$ cat config.mk
export PLATFORM = sky130hd
export DESIGN_NAME = uart_baud_gen_frac
export DESIGN_NICKNAME = d
export VERILOG_FILES = /design/src/rtl/uart_baud_gen_frac.sv
export SDC_FILE = /design/constraint.sdc
export NUM_CORES = 1
export LEC_CHECK = 0
export CAP_MARGIN = 20
export CORE_AREA = 2 2 125 66
export DETAILED_ROUTE_END_ITERATION = 10
export DIE_AREA = 0 0 127 68
export GPL_ROUTABILITY_DRIVEN = 0
export PLACE_DENSITY_LB_ADDON = 0.05
export SETUP_SLACK_MARGIN = 0.5
export SLEW_MARGIN = 10
export SYNTH_ARGS = -nofsm -noshare
export SYNTH_HDL_FRONTEND = slang
export SYNTH_SLANG_ARGS = --single-unit
$ cat constraint.sdc
create_clock -name uart_clk -period 3.7 [get_ports uart_clk]
set_clock_uncertainty 0.2 [all_clocks]
set_input_delay 0.74 -clock uart_clk [delete_from_list [all_inputs] [get_ports uart_clk]]
set_output_delay 0.74 -clock uart_clk [all_outputs]
set_load 0.01 [all_outputs]
$ cat src/rtl/uart_baud_gen_frac.sv
// uart_baud_gen_frac
//   Fractional phase-accumulator baud generator. Every uart_clk edge the
//   phase increment is added to an ACC_WIDTH-bit accumulator. Each carry out
//   of the accumulator is one oversample tick. A modulo-OVERSAMPLE counter of
//   those ticks marks the bit tick and the mid-bit tick.
//
//   Build option: UART_BAUD_GEN_FRAC_SAFE_LOAD_EN
//     defined   - cfg_load only stages the new increment. The staged value
//                 takes effect on the bit-tick edge or on uart_resync, so the
//                 rate only ever changes at a bit boundary.
//     undefined - cfg_load writes the increment directly.
//
// Ports
//   uart_clk      in   clock, rising edge
//   uart_rst      in   synchronous active-high reset
//   uart_hold     in   freeze phase and counter, suppress ticks
//   uart_resync   in   restart bit phase (RX start-bit edge)
//   cfg_inc       in   new phase increment (ACC_WIDTH bits)
//   cfg_load      in   1-cycle strobe: take cfg_inc
//   uart_os_ena   out  oversample tick, 1-cycle pulse
//   uart_ena      out  bit tick, 1-cycle pulse
//   uart_ena_mid  out  mid-bit tick, 1-cycle pulse
module uart_baud_gen_frac #(
  parameter int unsigned BAUD_CLOCK_SPEED = 100000000,
  parameter int unsigned BAUD_RATE        = 115200,
  parameter int unsigned OVERSAMPLE       = 16,
  parameter int unsigned ACC_WIDTH        = 32
) (
  input  logic                 uart_clk,
  input  logic                 uart_rst,
  input  logic                 uart_hold,
  input  logic                 uart_resync,
  input  logic [ACC_WIDTH-1:0] cfg_inc,
  input  logic                 cfg_load,
  output logic                 uart_os_ena,
  output logic                 uart_ena,
  output logic                 uart_ena_mid
);

  localparam int unsigned OS_W = $clog2(OVERSAMPLE);

  localparam longint unsigned DEF_INC_L =
    (((64'(BAUD_RATE) * 64'(OVERSAMPLE)) << ACC_WIDTH) + 64'(BAUD_CLOCK_SPEED / 2))
    / 64'(BAUD_CLOCK_SPEED);

  localparam logic [ACC_WIDTH-1:0] DEF_INC  = ACC_WIDTH'(DEF_INC_L);
  localparam logic [OS_W-1:0]      OS_LAST  = OS_W'(OVERSAMPLE - 1);
  localparam logic [OS_W-1:0]      OS_MID   = OS_W'(OVERSAMPLE / 2 - 1);

  if (DEF_INC_L == 64'd0 || DEF_INC_L >= (64'd1 << ACC_WIDTH)) begin : g_bad_def_inc
    $error("uart_baud_gen_frac: default increment out of range for ACC_WIDTH");
  end
  if (OVERSAMPLE < 2 || OVERSAMPLE > 256 || (OVERSAMPLE % 2) != 0) begin : g_bad_os
    $error("uart_baud_gen_frac: OVERSAMPLE must be even, 2..256");
  end
  if (ACC_WIDTH < 8 || ACC_WIDTH > 32) begin : g_bad_acc
    $error("uart_baud_gen_frac: ACC_WIDTH must be 8..32");
  end

  logic [ACC_WIDTH-1:0] acc_q, acc_d;
  logic [ACC_WIDTH-1:0] inc_q, inc_d;
  logic [OS_W-1:0]      os_cnt_q, os_cnt_d;
  logic                 os_ena_q, os_ena_d;
  logic                 ena_q, ena_d;
  logic                 ena_mid_q, ena_mid_d;
  logic [ACC_WIDTH:0]   sum;
  logic                 carry;
  logic                 os_last;
  logic                 os_mid;

`ifdef UART_BAUD_GEN_FRAC_SAFE_LOAD_EN
  logic [ACC_WIDTH-1:0] pend_inc_q, pend_inc_d;
  logic                 pend_vld_q, pend_vld_d;
`endif

  always_comb begin
    sum     = {1'b0, acc_q} + {1'b0, inc_q};
    carry   = sum[ACC_WIDTH];
    os_last = (os_cnt_q == OS_LAST);
    os_mid  = (os_cnt_q == OS_MID);

    acc_d     = acc_q;
    inc_d     = inc_q;
    os_cnt_d  = os_cnt_q;
    os_ena_d  = 1'b0;
    ena_d     = 1'b0;
    ena_mid_d = 1'b0;
`ifdef UART_BAUD_GEN_FRAC_SAFE_LOAD_EN
    pend_inc_d = pend_inc_q;
    pend_vld_d = pend_vld_q;
`endif

    if (uart_resync) begin
      // Restart the bit from phase zero; a load on this edge is dropped.
      acc_d    = '0;
      os_cnt_d = '0;
`ifdef UART_BAUD_GEN_FRAC_SAFE_LOAD_EN
      if (pend_vld_q) begin
        inc_d      = pend_inc_q;
        pend_vld_d = 1'b0;
      end
`endif
    end else begin
      if (!uart_hold) begin
        acc_d     = sum[ACC_WIDTH-1:0];
        os_ena_d  = carry;
        ena_d     = carry && os_last;
        ena_mid_d = carry && os_mid;
        if (carry) begin
          os_cnt_d = os_last ? '0 : os_cnt_q + OS_W'(1);
        end
`ifdef UART_BAUD_GEN_FRAC_SAFE_LOAD_EN
        // Staged rate takes over exactly at the bit boundary.
        if (carry && os_last && pend_vld_q) begin
          inc_d      = pend_inc_q;
          pend_vld_d = 1'b0;
        end
`endif
      end
      // Loading is not masked by hold; this edge still used the old inc.
      if (cfg_load) begin
`ifdef UART_BAUD_GEN_FRAC_SAFE_LOAD_EN
        pend_inc_d = cfg_inc;
        pend_vld_d = 1'b1;
`else
        inc_d = cfg_inc;
`endif
      end
    end
  end

  always_ff @(posedge uart_clk) begin
    if (uart_rst) begin
      acc_q     <= '0;
      inc_q     <= DEF_INC;
      os_cnt_q  <= '0;
      os_ena_q  <= 1'b0;
      ena_q     <= 1'b0;
      ena_mid_q <= 1'b0;
    end else begin
      acc_q     <= acc_d;
      inc_q     <= inc_d;
      os_cnt_q  <= os_cnt_d;
      os_ena_q  <= os_ena_d;
      ena_q     <= ena_d;
      ena_mid_q <= ena_mid_d;
    end
  end

`ifdef UART_BAUD_GEN_FRAC_SAFE_LOAD_EN
  always_ff @(posedge uart_clk) begin
    if (uart_rst) begin
      pend_vld_q <= 1'b0;
    end else begin
      pend_vld_q <= pend_vld_d;
    end
  end

  // Staged value is only consumed when the flag is set, so it needs no reset.
  always_ff @(posedge uart_clk) begin
    pend_inc_q <= pend_inc_d;
  end
`endif

  assign uart_os_ena  = os_ena_q;
  assign uart_ena     = ena_q;
  assign uart_ena_mid = ena_mid_q;

endmodule

# After elaboration in Yosys (flattened, before gate mapping)
# Index checks and enable logic that the tools add are counted.
# totals
ff_bits	71
latchBits	0
ram_bits	0
mem_bits_ro	0
elab_cells	19
n_memories	0
# classes
addsub	2
n_mul	0
div_mod_pow	0
order_cmp	0
eq_ne	2
shifts	0
muxes	1
n_bitwise	2
reduce_logical	6
# ops
cell	count
32-bit by 32-bit adder with 33-bit output	1
4-bit by 1-bit adder with 4-bit output (second input constant)	1
4-bit by 3-bit == test with 1-bit output (second input constant)	1
4-bit == test (second input constant)	1
4-bit 2-to-1 mux	1
2-bit AND reduction	2
3-bit OR reduction	1
1-bit logical AND	2
1-bit inverter	2
2-bit OR reduction	1

# Depth between registers and ports, before layout
# Gate-level depths: netlist of the first run.
# depth
ltp_word	2
depth_mapped	10
depth_no_buf	10

# Worst setup path before layout of the first run
# No wires, ideal clock.
# synth_timing
kind	flip-flop to flip-flop
startpoint	reg acc_q[0]
endpoint	reg acc_q[22]
setup_ns	0.116
t_arrival_ns	2.328
required_time_ns	3.384
path_slack_ns	1.056
stages_incl_launch_ff	11
n_path_buf	0
period_less_slack_ns	2.644
cell_sequence	dfxtp_1 ha_1 fa_1 a211o_2 o211ai_2 a211oi_2 a21o_1 a31oi_4 o21ai_1 xor2_1 o211a_1
# synth_via
elab_chain_len	1
# synth_rtl
item	line	text
from (decl)	60	logic [ACC_WIDTH-1:0] acc_q, acc_d;
from (signal assigned)	134	acc_q <= '0;
from (signal assigned)	141	acc_q <= acc_d;
32-bit by 32-bit adder with 33-bit output	77	sum = {1'b0, acc_q} + {1'b0, inc_q};
# Every way passes these cells.
# A chain may end at the register's enable or synchronous reset.

# Worst setup path after layout of the first run
# layout_timing
startpoint	reg acc_q[0]
endpoint	reg acc_q[26]
# The elaborated chain is that of the path after synthesis.

==> results of run 1 <==
==> critical path, stage by stage, from the launching register on <==
cell	delay, ns
dfxtp_1	0.31
ha_1	0.24
fa_1	0.44
a211o_2	0.36
o211ai_2	0.11
a211oi_2	0.15
a21oi_2	0.24
o21ai_2	0.11
a31o_1	0.29
o21ai_0	0.21
o21ai_1	0.07
==> worst max-delay path by stage <==
stage                  start        end  slack, ns  cells past startpoint
global route        acc_q[0]  acc_q[26]       0.71                     10
detailed placement  acc_q[0]  acc_q[22]       0.89                     10
global placement    acc_q[0]  acc_q[26]       0.90                     10
CTS                 acc_q[0]  acc_q[22]       0.87                     10
finish              acc_q[0]  acc_q[26]       0.86                     10
floorplan           acc_q[0]  acc_q[22]       1.06                     10
==> metrics by stage <==
stage               util (%)  power (mW)  cells  hold slack (ns)
global placement       61.00       1.228    636           0.2502
detailed placement     61.00       1.237    636           0.2574
CTS                    65.51       2.249    652           0.2663
floorplan                  -       1.128    521           0.2400
global route           65.51       2.335    652           0.2798
finish                 65.51       2.241    652           0.2616
==> flip-flops by register name, summed over array words and instances, names as in the netlist <==
signal	flops
acc_q	32
uart_ena_mid	1
os_cnt_q	4
uart_os_ena	1
inc_q	32
uart_ena	1
==> layer usage <==
metal | part of all wire [%] | vias up
met5 | 0 | -
met4 | 0.84 | 0
met3 | 7.7 | 9
met2 | 37 | 125
met1 | 54 | 1703
li1 | - | 1912
==> synthesized netlist by cell type, drive strengths merged, types with 6 or more instances <==
cell	number
inv	7
mux2i	11
dfxtp	71
nor3	6
ha	33
o21bai	7
a31oi	6
xnor2	16
buf	7
nand3b	19
nand3	20
clkbuf	22
nand2	84
nand4	6
a21oi	56
nor2	46
a21o	21
o21ai	22
==> power by group through the flow <==
stage | clock network [mW] | registers [mW] | logic [mW]
after detailed placement | 0 | 0.842 | 0.395
after CTS | 1.03 | 0.825 | 0.398
final | 1.01 | 0.826 | 0.402
after global placement | 0 | 0.840 | 0.387
after floorplan | 0 | 0.833 | 0.295
after global routing | 1.06 | 0.830 | 0.444
==> kinds of logic (layout without fill, tap and decap cells) <==
| family | after synthesis | in the layout | share of synthesized area, % |
|---|---|---|---|
| fa+ha+maj | 34 | 34 | 10.19 |
| mux | 11 | 11 | 2.593 |
| xor+xnor | 21 | 21 | 4.331 |
| simple gates | 204 | 204 | 22.60 |
| flops | 71 | 71 | 33.47 |
| buf+inv | 36 | 67 | 3.624 |
| compound gates | 144 | 144 | 23.19 |
==> final cells by class <==
type | count | area (µm²)
Clock inverter | 7 | 120.1
Timing Repair Buffer | 44 | 422.9
Multi-Input combinational cell | 414 | 2674
Fill cell | 668 | 2640
Sequential cell | 71 | 1421
Tap cell | 100 | 125.1
Clock buffer | 9 | 225.2
Inverter | 7 | 26.28
==> impl_metrics.toml, run 1 <==
[outcome]
status = "complete, no violations"

[detailed_routing]
ant_nets = 0
dr.first_iter.drc_count = 239
drc = 0
drt-total-wl_um = 10550
via_count = 3749
viasPerCell = 5.750
wl_per_cell_um = 16.17
dr.pass1.iters = 5

[synth]
syn-num-nets = 592
synth.distinct_cells = 62
ys_ff_latch = 71
yosysWarnings = 0
synth_top_area_share_pct = 33.47
ys_seq_area_share_pct = 33.47
synth-edff-count = 0
async_reset_ff_share_pct = 0
synthCells = 521
synth.area.top_cells = "dfxtp_1, ha_1, nand2_1"
synthFlopType = "dfxtp_1"
netlist_area_mm2 = 0.004247
synth_top_cell_by_area = "dfxtp_1"
avgSynthCellArea_um2 = 8.151

[finish]
final_common_cell = "nand2_1"
n_antenna_cell = 0
final_cell_area_mm2 = 0.005015
final_nets = 618
mostFrequentLayoutCells = "nand2_1, dfxtp_1, a21oi_1"
syn2layout_area_growth_pct = 18.09
layout-drive-gt1-share_pct = 7.609

[clock_network]
cts-hold-fix-buffers = 0
postCtsResizedCells = 0
numCtsBuffers = 9
clk_latency_ns = 0.34
cts_tree = "done"
cts_root_buf = "clkbuf_16"
cts.sinks = 71
clkTransAtPathRegs_ns = 0.06
clockBufferDepth = 2
cts_htree_levels = 3
cts_setup_buffers = 0

[die]
core_area_mm2 = 0.007655
ioPinCount = 40
num_rows = 23
start_util_pct = 55.48
die-area_mm2 = 0.008636
die_h_um = 68
dieWidth_um = 127

[worst_hold_path]
min_path_type = "reg2reg"
hp-start = "inc_q[25]"
hold_depth = 2
hold_path_end = "inc_q[25]"

[global_routing]
grt_pass1_vias = 3375
grt_pass1_wl_um = 17070
grt-busiest-layer = "met1"
grt_usage_pct = 25.82
grt_max_degree = 35
met2_usage_pct = 35.75
met3_usage_pct = 8.288
met1_usage_pct = 38.29
grt_overflow = 0
antenna_found_initial = 0

[place]
pre_cts_ws_ns = 0.8870
port_buffers = 39
dpl_cell_area_mm2 = 0.004669
dpl.hpwl_um = 7438

[sta]
slew_headroom_pct = 53.49
tightest_slew_ns = 0.6976
report.final.slew_viol_count = 0
finalSetupViolCount = 0
period_minus_slack_ns = 2.842
fmax_ghz = 0.3518
rsz0062_at_grt = "no"
fin_ws_ns = 0.8575
setup_tns_ns = 0
finalCritPeriodShare_pct = 76.82
hold_violations = 0

[setup_path]
worst_setup_path_start_kind = "flop"
end_kind = "flop"
r2r_slack_ns = 0.86
crit_type = "reg2reg"
ff2ff_path_depth = 10
crit_required_ns = 3.73
path_max_fanout = 4
timing.rr.start = "acc_q[0]"
reg2reg_to = "acc_q[26]"
crit_arrival_ns = 2.88

[pwr]
power_density_mw_per_mm2 = 446.8
clock_power_share_pct = 45.2
swShare_pct = 26.92
max-vdd-ir-drop_uv = 239.1
p_int_mw = 1.637
comb_power_share_pct = 17.9
p_switching_mw = 0.6032
p_leak_nw = 2.208
seqPwrFrac_pct = 36.9

[run]
cap_violations = 0
(Power assumes the default switching activity.)
==> run 2, diff against run 1 <==
CORE_AREA = 2 2 131 69   (was 2 2 125 66)
DIE_AREA = 0 0 133 71   (was 0 0 127 68)
clock period = 2.53 ns   (was 3.7 ns; I/O delays follow)
==> impl_metrics.toml, run 2 (synthesis results as in run 1) <==
[finish]
layout-drive-gt1-share_pct = 22.09
n_antenna_cell = 0
syn2layout_area_growth_pct = 34.89
final_common_cell = "nand2_1"
final_cell_area_mm2 = 0.005728
final_nets = 660
top_regs = "acc_q: 32 flops, inc_q: 32 flops, os_cnt_q: 4 flops"
mostFrequentLayoutCells = "nand2_1, dfxtp_1, a21oi_1"

[setup_path]
cp_common_cell = "a31o_1"
crit_arrival_ns = 2.69
cp_cell_sequence = "ha_4 > fa_2 > a211o_4 > o211ai_4 > a211oi_4 > a21oi_2 > buf_4 > o21ai_2 > a31o_1 > a31o_1 > o211ai_2"
end_kind = "flop"
worst_setup_path_start_kind = "flop"
max_stage_delay_ns = 0.35
path_max_fanout = 4
crit_required_ns = 2.60
crit_buf_inv = 1
cp_slowest_cell = "fa_2"
r2r_slack_ns = -0.09
crit_type = "reg2reg"
critPathTopFamily = "compound AO/OA/AOI/OAI gates"

[pwr]
max-vdd-ir-drop_uv = 386.2
power_density_mw_per_mm2 = 603.7
p_leak_nw = 2.456

[detailed_routing]
wl_met3_um = 728
drc = 0
top_layer_used = "met4"
dr.first_iter.drc_count = 262
dr.pass1.iters = 5
wl_met2_um = 4543
met1_length_um = 6172
via_count = 3954
wl_per_cell_um = 16.23
ant_nets = 0
viasPerCell = 5.569
drt-total-wl_um = 11520

[sta]
hold_violations = 0
tightest_slew_ns = 0.4984
finalHoldWorstSlack_ns = 0.2630
period_minus_slack_ns = 2.621
slew_headroom_pct = 66.77
report.final.slew_viol_count = 0
fmax_ghz = 0.3816
fin_ws_ns = -0.09065
rsz0062_at_grt = "yes"
finalSetupViolCount = 10
finalCritPeriodShare_pct = 103.6

[place]
dpl_cell_area_mm2 = 0.005020
dpl.hpwl_um = 7840
port_buffers = 39
pre_cts_ws_ns = -0.08413

[die]
num_rows = 24
core_area_mm2 = 0.008378
die_h_um = 71
ioPinCount = 40
dieWidth_um = 133
die-area_mm2 = 0.009443
start_util_pct = 50.69

[clock_network]
numCtsBuffers = 9
cts.sinks = 71
cts_tree = "done"
cts_root_buf = "clkbuf_16"
cts_htree_levels = 3
clk_latency_ns = 0.34
clockBufferDepth = 2
clkTransAtPathRegs_ns = 0.06
cts-hold-fix-buffers = 0

[run]
cap_violations = 0

[global_routing]
grt_overflow = 0
grt_pass1_wl_um = 18560
grt_pass1_vias = 3683
grt_max_degree = 35
antenna_found_initial = 0
grt_usage_pct = 24.79

[worst_hold_path]
min_path_type = "reg2reg"

[outcome]
violations = "setup timing"
status = "finished, violations left"
run 2: cell types whose count changed in the layout (fill, tap and decap cells not counted), sizes merged:
cell      before  now
buf            6   48
clkinv         2    1
clkinvlp       1    2
inv            8    7
run 2: power breakdown:
part	switching [mW]	total (mW)	internal [mW]
sequential	0.0415	1.22	1.17
clock	0.496	1.45	0.955
combinational	0.404	0.792	0.388
run 2: worst paths after layout:
path                                  end  cells after the start       from
worst min register to register  inc_q[27]                      2  inc_q[27]
worst max-delay path            acc_q[30]                     11   inc_q[0]
worst min-delay path            inc_q[27]                      2  inc_q[27]
worst max register to register  acc_q[30]                     11   inc_q[0]
run 2: final cells by class:
| class | instances | area [µm²] |
|---|---|---|
| timing repair buffer | 86 | 765.7 |
| inverter | 7 | 26.28 |
| clock buffer | 9 | 225.2 |
| clock inverter | 6 | 110.1 |
| sequential | 71 | 1433 |
| multi-input combinational | 414 | 3022 |
| tap | 117 | 146.4 |
| fill | 650 | 2650 |
run 2: stage by stage:
stage	util, %	std cells	TNS (ns)	power, mW
5_1_grt	68.37	710	-2.512	3.611
3_3_place_gp	59.92	683	0	1.883
2_1_floorplan	-	521	0	1.669
6_report	68.37	710	-0.5083	3.458
3_5_place_dp	59.92	683	-0.2627	1.896
4_1_cts	65.59	701	-0.1614	3.375
run 2: what timing repair did:
action                                  in CTS  in global routing
buffers inserted                             3                  8
gates resized for setup                     20                 33
endpoints found under the setup margin      34                 35
endpoints found under the hold margin        0                  0
pin swaps                                   11                 29
run 2: metal layers:
metal,vias to the layer above,GRT usage [%]
li1,1987,-
met1,1841,38.33
met2,119,33.68
met3,7,6.738
met4,0,5.615
met5,-,0
run 2: worst register-to-register path, stage by stage (launching register included):
cell	delay (ns)
dfxtp_2	0.33
ha_4	0.17
fa_2	0.35
a211o_4	0.35
o211ai_4	0.12
a211oi_4	0.12
a21oi_2	0.21
buf_4	0.14
o21ai_2	0.06
a31o_1	0.25
a31o_1	0.21
o211ai_2	0.05
